### src/rtl/tristate_bus_rx_pkg.sv
// Shared types and defaults for the three-state bus receiver.
package tristate_bus_pkg;

   typedef enum logic {
      RX_IDLE  = 1'b0,
      RX_SHIFT = 1'b1
   } rx_state_t;

   localparam int DEF_DATA_W      = 8;
   localparam int DEF_SYNC_STAGES = 2;
   localparam int DEF_CNT_W       = $clog2(DEF_DATA_W + 1);

   // Width needed to hold a bit count of 0..w inclusive.
   function automatic int cnt_width(input int w);
      return $clog2(w + 1);
   endfunction

endpackage

### src/rtl/tristate_bus_rx_if.sv
// Line, enable and word-handshake signals between the shared bus and the receiver.
interface tristate_bus_rx_if
   import tristate_bus_pkg::*;
#(
   parameter int DATA_W = DEF_DATA_W
);

   logic              bus_en_n;
   logic              bus_d;
   logic [DATA_W-1:0] out_data;
   logic              out_valid;
   logic              out_ready;
   logic              abort;
   logic              overrun;
   logic              overrun_clr;
   logic              busy;

   modport master (
      output bus_en_n, bus_d, out_ready, overrun_clr,
      input  out_data, out_valid, abort, overrun, busy
   );

   modport slave (
      input  bus_en_n, bus_d, out_ready, overrun_clr,
      output out_data, out_valid, abort, overrun, busy
   );

endinterface

### src/rtl/tristate_bus_rx_bit_sync.sv
// Single-bit flop-chain synchroniser with a selectable reset value.
module bit_sync #(
   parameter int   STAGES  = 2,
   parameter logic RST_VAL = 1'b1
) (
   input  logic clk,
   input  logic rst_n,
   input  logic i_d,
   output logic o_q
);

   logic [STAGES-1:0] r_chain;

   always_ff @(posedge clk or negedge rst_n) begin
      if (!rst_n) begin
         r_chain <= {STAGES{RST_VAL}};
      end else begin
         r_chain <= {r_chain[STAGES-2:0], i_d};
      end
   end

   assign o_q = r_chain[STAGES-1];

endmodule

### src/rtl/tristate_bus_rx.sv
// Samples the shared line, deserialises driven bits into words and offers them
// on a valid/ready handshake, flagging aborted frames and overruns.
//
// state    | meaning
// RX_IDLE  | line not driven; waiting for a sampled low enable
// RX_SHIFT | enable low; shifting bits, words complete every DATA_W bits
module tristate_bus_rx
   import tristate_bus_pkg::*;
#(
   parameter int DATA_W      = DEF_DATA_W,
   parameter int SYNC_STAGES = DEF_SYNC_STAGES
) (
   input  logic             clk,
   input  logic             rst_n,
   tristate_bus_rx_if.slave bus
);

   localparam int CNT_W = cnt_width(DATA_W);

   rx_state_t         r_state, w_state;
   logic [CNT_W-1:0]  r_count, w_count;
   logic [DATA_W-1:0] r_shift, w_shift;
   logic [DATA_W-1:0] r_data,  w_data;
   logic              r_valid, w_valid;
   logic              r_abort, w_abort;
   logic              r_overrun, w_overrun;

   logic              w_en_s;
   logic              w_d_s;
   logic              w_done;
   logic [DATA_W-1:0] w_word;

   bit_sync #(.STAGES(SYNC_STAGES), .RST_VAL(1'b1)) u_sync_en (
      .clk   (clk),
      .rst_n (rst_n),
      .i_d   (bus.bus_en_n),
      .o_q   (w_en_s)
   );

   bit_sync #(.STAGES(SYNC_STAGES), .RST_VAL(1'b1)) u_sync_d (
      .clk   (clk),
      .rst_n (rst_n),
      .i_d   (bus.bus_d),
      .o_q   (w_d_s)
   );

   // First-received bit ends up in the MSB after DATA_W shifts.
   assign w_word = {r_shift[DATA_W-2:0], w_d_s};

   always_ff @(posedge clk or negedge rst_n) begin
      if (!rst_n) begin
         r_state   <= RX_IDLE;
         r_count   <= '0;
         r_shift   <= '0;
         r_data    <= '0;
         r_valid   <= 1'b0;
         r_abort   <= 1'b0;
         r_overrun <= 1'b0;
      end else begin
         r_state   <= w_state;
         r_count   <= w_count;
         r_shift   <= w_shift;
         r_data    <= w_data;
         r_valid   <= w_valid;
         r_abort   <= w_abort;
         r_overrun <= w_overrun;
      end
   end

   always_comb begin
      w_state   = r_state;
      w_count   = r_count;
      w_shift   = r_shift;
      w_data    = r_data;
      w_valid   = r_valid;
      w_abort   = 1'b0;
      w_overrun = r_overrun;
      w_done    = 1'b0;

      if (bus.overrun_clr) begin
         w_overrun = 1'b0;
      end
      if (r_valid && bus.out_ready) begin
         w_valid = 1'b0;
      end

      case (r_state)
         RX_IDLE: begin
            if (!w_en_s) begin
               w_state = RX_SHIFT;
               w_shift = w_word;
               w_count = CNT_W'(1);
            end
         end
         RX_SHIFT: begin
            if (!w_en_s) begin
               w_shift = w_word;
               if (r_count == CNT_W'(DATA_W - 1)) begin
                  w_count = '0;
                  w_done  = 1'b1;
               end else begin
                  w_count = r_count + CNT_W'(1);
               end
            end else begin
               w_state = RX_IDLE;
               w_abort = (r_count != '0);
               w_count = '0;
               w_shift = '0;
            end
         end
         default: begin
            w_state = RX_IDLE;
         end
      endcase

      // A completing word either replaces the accepted one or is dropped.
      if (w_done) begin
         if (!r_valid || bus.out_ready) begin
            w_data  = w_word;
            w_valid = 1'b1;
         end else begin
            w_overrun = 1'b1;
         end
      end
   end

   assign bus.out_data  = r_data;
   assign bus.out_valid = r_valid;
   assign bus.abort     = r_abort;
   assign bus.overrun   = r_overrun;
   assign bus.busy      = (r_state == RX_SHIFT);

endmodule

### src/flat_wrapper.sv
// flat-port wrapper written by rule: the top's interface ports become plain ports
module tristate_bus_rx_flat import tristate_bus_pkg::*;
#(
   parameter int DATA_W      = DEF_DATA_W,
   parameter int SYNC_STAGES = DEF_SYNC_STAGES
)
  (clk, rst_n, bus_bus_en_n, bus_bus_d, bus_out_ready, bus_overrun_clr, bus_out_data, bus_out_valid, bus_abort, bus_overrun, bus_busy);
  tristate_bus_rx_if #(.DATA_W(DATA_W)) bus_i ();
  input  logic clk;
  input  logic rst_n;
  input wire logic [$bits(bus_i.bus_en_n)-1:0] bus_bus_en_n;
  input wire logic [$bits(bus_i.bus_d)-1:0] bus_bus_d;
  input wire logic [$bits(bus_i.out_ready)-1:0] bus_out_ready;
  input wire logic [$bits(bus_i.overrun_clr)-1:0] bus_overrun_clr;
  output wire logic [$bits(bus_i.out_data)-1:0] bus_out_data;
  output wire logic [$bits(bus_i.out_valid)-1:0] bus_out_valid;
  output wire logic [$bits(bus_i.abort)-1:0] bus_abort;
  output wire logic [$bits(bus_i.overrun)-1:0] bus_overrun;
  output wire logic [$bits(bus_i.busy)-1:0] bus_busy;
  assign bus_i.bus_en_n = bus_bus_en_n;
  assign bus_i.bus_d = bus_bus_d;
  assign bus_i.out_ready = bus_out_ready;
  assign bus_i.overrun_clr = bus_overrun_clr;
  assign bus_out_data = bus_i.out_data;
  assign bus_out_valid = bus_i.out_valid;
  assign bus_abort = bus_i.abort;
  assign bus_overrun = bus_i.overrun;
  assign bus_busy = bus_i.busy;
  tristate_bus_rx #(.DATA_W(DATA_W), .SYNC_STAGES(SYNC_STAGES)) u_core (.clk(clk), .rst_n(rst_n), .bus(bus_i));
endmodule
### config.mk
export PLATFORM = sky130hd
export DESIGN_NAME = tristate_bus_rx_flat
export DESIGN_NICKNAME = d
export VERILOG_FILES = /design/src/rtl/tristate_bus_rx_pkg.sv /design/src/rtl/tristate_bus_rx_if.sv /design/src/rtl/tristate_bus_rx_bit_sync.sv /design/src/rtl/tristate_bus_rx.sv /design/src/flat_wrapper.sv
export SDC_FILE = /design/constraint.sdc
export NUM_CORES = 1
export LEC_CHECK = 0
export ABC_AREA = 0
export BUFFER_PORTS_ARGS = -buffer_cell sky130_fd_sc_hd__buf_2
export CORE_MARGIN = 5
export CORE_UTILIZATION = 43
export DETAILED_ROUTE_END_ITERATION = 8
export PLACE_DENSITY = 0.69
export SYNTH_ARGS = -nofsm -noshare
export SYNTH_HDL_FRONTEND = slang
export SYNTH_SLANG_ARGS = --single-unit
### constraint.sdc
create_clock -name clk -period 2.1 [get_ports clk]
set_clock_uncertainty 0.15 [all_clocks]
set_input_delay 0.105 -clock clk [delete_from_list [all_inputs] [get_ports clk]]
set_output_delay 0.105 -clock clk [all_outputs]
set_load 0.005 [all_outputs]
==> run metrics <==
share of flip-flops with an asynchronous set or reset=1.00; RSZ-0062 raised after global routing=false; I/O Buffers=17; Compound-Gate Fraction of Synth Area=0.105; initial antenna violation count=0; Synth Warn #=0; Leak Pwr=approximately 0.65 nW; clock-pin slew of the registers on the worst-case setup and hold paths=~0.13 ns; Slew HR=0.602; worst vdd ir=a little under 0.0003 V; n_diodes=0; final core occ=0.521; worst slack, placed=roughly 0.41 ns; Fin Setup TNS=0 ns; DRC errors left=0; largest net degree at the start of global routing=28; post-synthesis cell type count=25; Rows=18; crit path launch=u_core.r_count[0]$_DFFE_PN0P_; Vias=about 630; root buf cell=clkbuf_4; first-pass GRT wire length=slightly below 3 mm; Die ar.=roughly 3600 um2; Total Routed Length=~1.8 mm; number of synthesized flops with an enable pin=0; Antenna Nets Post-Route=0; Placed Area=between 1000 and 1500 um2; Die Y=roughly 60 um; final worst setup slack=around 0.23 ns; Die W=59.9 um; Boundary Pins=18; vias in the first global route=roughly 630; initial core utilization=0.441; PwrDens=672 nW/um2; Critical Path Sink=u_core.bus.overrun$_DFF_PN0_; Power Total=roughly 0.00085 W; core footprint=2430 um2; worst r2r path cells=5; Clock Path Buffers=2; share of cells above drive strength 1=0.364; Synth Area in Simple Gates=0.0723; register bit total from synthesis=27; Post-Synth Adder-Cell Area=0.0233; # setup viols final=0; Sink Count=27; Post-Synth XOR/XNOR Area=0.00817; Critical R2R Capture=u_core.bus.overrun$_DFF_PN0_; final hold violations=0; DR pass1 iterations=3; status=finished clean; Routed wire per std cell=between 10 and 15 um; DP HPWL=between 1 and 1.5 mm; gr ovfl total=0; post-synthesis sequential area ratio=0.635; Final min period=1.87 ns; Main synth FF type=dfrtp_1; Sequential Area=681 um2; Critical Path AT=1.93 ns; H-tree levels=1; fmax=~530 MHz; Worst R2R Setup Slack=around 0.23 ns; Final Max Tran Viols=0; Final Wtd Congestion=approximately 0.71; DRT iter0 DRCs=16; CTS resizes=0; largest family of logic cells by synthesized area=multiplexers; critical path endpoint category=register; All-Layer GR Usage=0.113; CP Launch Type=register; Post-Syn Area=around 1100 um2; Critical Path RT=approximately 2.2 ns; Fillers=215; Post-Synthesis Cells=74; Avg Synthesized Cell Area=14.5 um2; fin crit share=0.891; CP max FO=4; max cap viols=0; vias per cell=a little under 5; Post CTS Setup Buffer Count=0; Least-Margin Pin Slew=0.596 ns; Reg2Reg Launch Point=u_core.r_count[0]$_DFFE_PN0P_; Mapped Nets=82; total CTS buffers=3; Area growth syn-to-layout=18.2%; CTS tree=built; multiplexer share of the synthesized area=0.121; Finished Cell Area=about 1300 um2; kind of critical path=reg -> reg; Final nets=108; cts-stage hold buffer count=6; area occupied by multi-input gates=approximately 350 um2; worst hold-check path type=in -> async; Worst-Skew Late Latency=between 0.3 and 0.4 ns
## metal layers
metal / GRT usage / share of wire / vias to the layer above
met3: 0.0194 / 0.045 / 2
li1: - / - / 306
met5: 0 / 0 / -
met1: 0.140 / 0.44 / 315
met2: 0.193 / 0.50 / 11
met4: 0.0475 / 0.015 / 0
## critical path, cell delays in order (launching register included)
cell,delay (ns)
dfrtp_1,0.43
ha_1,0.24
and3b_1,0.22
nand2_1,0.09
o22ai_1,0.08
dlygate4sd3_1,0.56
## through the flow
step | hold WS [ns] | cells
after floorplan | -0.341 | 74
after global placement | -0.0204 | 119
after detailed placement | -0.0131 | 119
after CTS | 0.175 | 129
after global routing | 0.213 | 129
final | 0.161 | 129
## how the worst min path moves through the flow
stage	start	endpoint	slack, ns	depth (start not counted)
6_report	rst_n	u_core.bus.overrun$_DFF_PN0_	0.16	2
5_1_grt	rst_n	u_core.r_shift[4]$_DFFE_PN0P_	0.21	2
4_1_cts	rst_n	u_core.bus.out_valid$_DFF_PN0_	0.17	2
3_5_place_dp	rst_n	u_core.bus.overrun$_DFF_PN0_	-0.01	1
3_3_place_gp	rst_n	u_core.bus.overrun$_DFF_PN0_	-0.02	1
2_1_floorplan	rst_n	u_core.bus.abort$_DFF_PN0_	-0.34	0
## state kept, by name, summed over array words and instances (netlist names)
name	flops
u_core.r_count	4
u_core.bus.abort	1
u_core.bus.overrun	1
u_core.bus.busy	1
u_core.r_shift	7
u_core.u_sync_en.r_chain	2
u_core.bus.out_data	8
u_core.u_sync_d.r_chain	2
u_core.bus.out_valid	1
## cell type report
| cell class | count | share of cell area |
|---|---|---|
| well taps | 30 | 0.0296 |
| inverters | 6 | 0.0178 |
| multi-input cells | 39 | 0.279 |
| repair buffers | 23 | 0.115 |
| clock buffers | 3 | 0.0178 |
| flip-flops and latches | 27 | 0.537 |
| clock inverters | 1 | 0.00395 |
## cell usage in the layout, fill, tap and decap left out, types with 3 or more instances in the layout
cell / netlist / final
mux2_4: 8 / 8
dfrtp_1: 23 / 23
dlygate4sd3_1: 0 / 6
clkbuf_4: 0 / 3
a22o_1: 7 / 7
dfstp_2: 4 / 4
nand2_1: 4 / 4
inv_1: 5 / 5
buf_2: 0 / 17
## report_power, final
group	switching, W	internal (W)
sequential	0.0000201	0.000547
clock	0.000141	0.0000710
combinational	0.0000356	0.0000369
## synth_stat cells, types with 2 or more instances
cell	n	area share
o21ai_0	2	0.0093
dfstp_2	4	0.098
a22o_1	7	0.057
ha_1	2	0.023
nand2_1	4	0.014
nand3_1	2	0.0093
o31ai_1	2	0.014
mux2_4	8	0.11
dfrtp_1	23	0.54
inv_1	5	0.018
## cell families (layout without fill, tap and decap cells)
family	after synthesis	in the layout
XOR/XNOR	1	1
AO/OA/AOI/OAI	15	15
flip-flops	27	27
buffers and inverters	8	33
adder cells (fa/ha/maj)	2	2
AND/OR/NAND/NOR	12	12
multiplexers	9	9
Power figures use the tool's default switching activity.
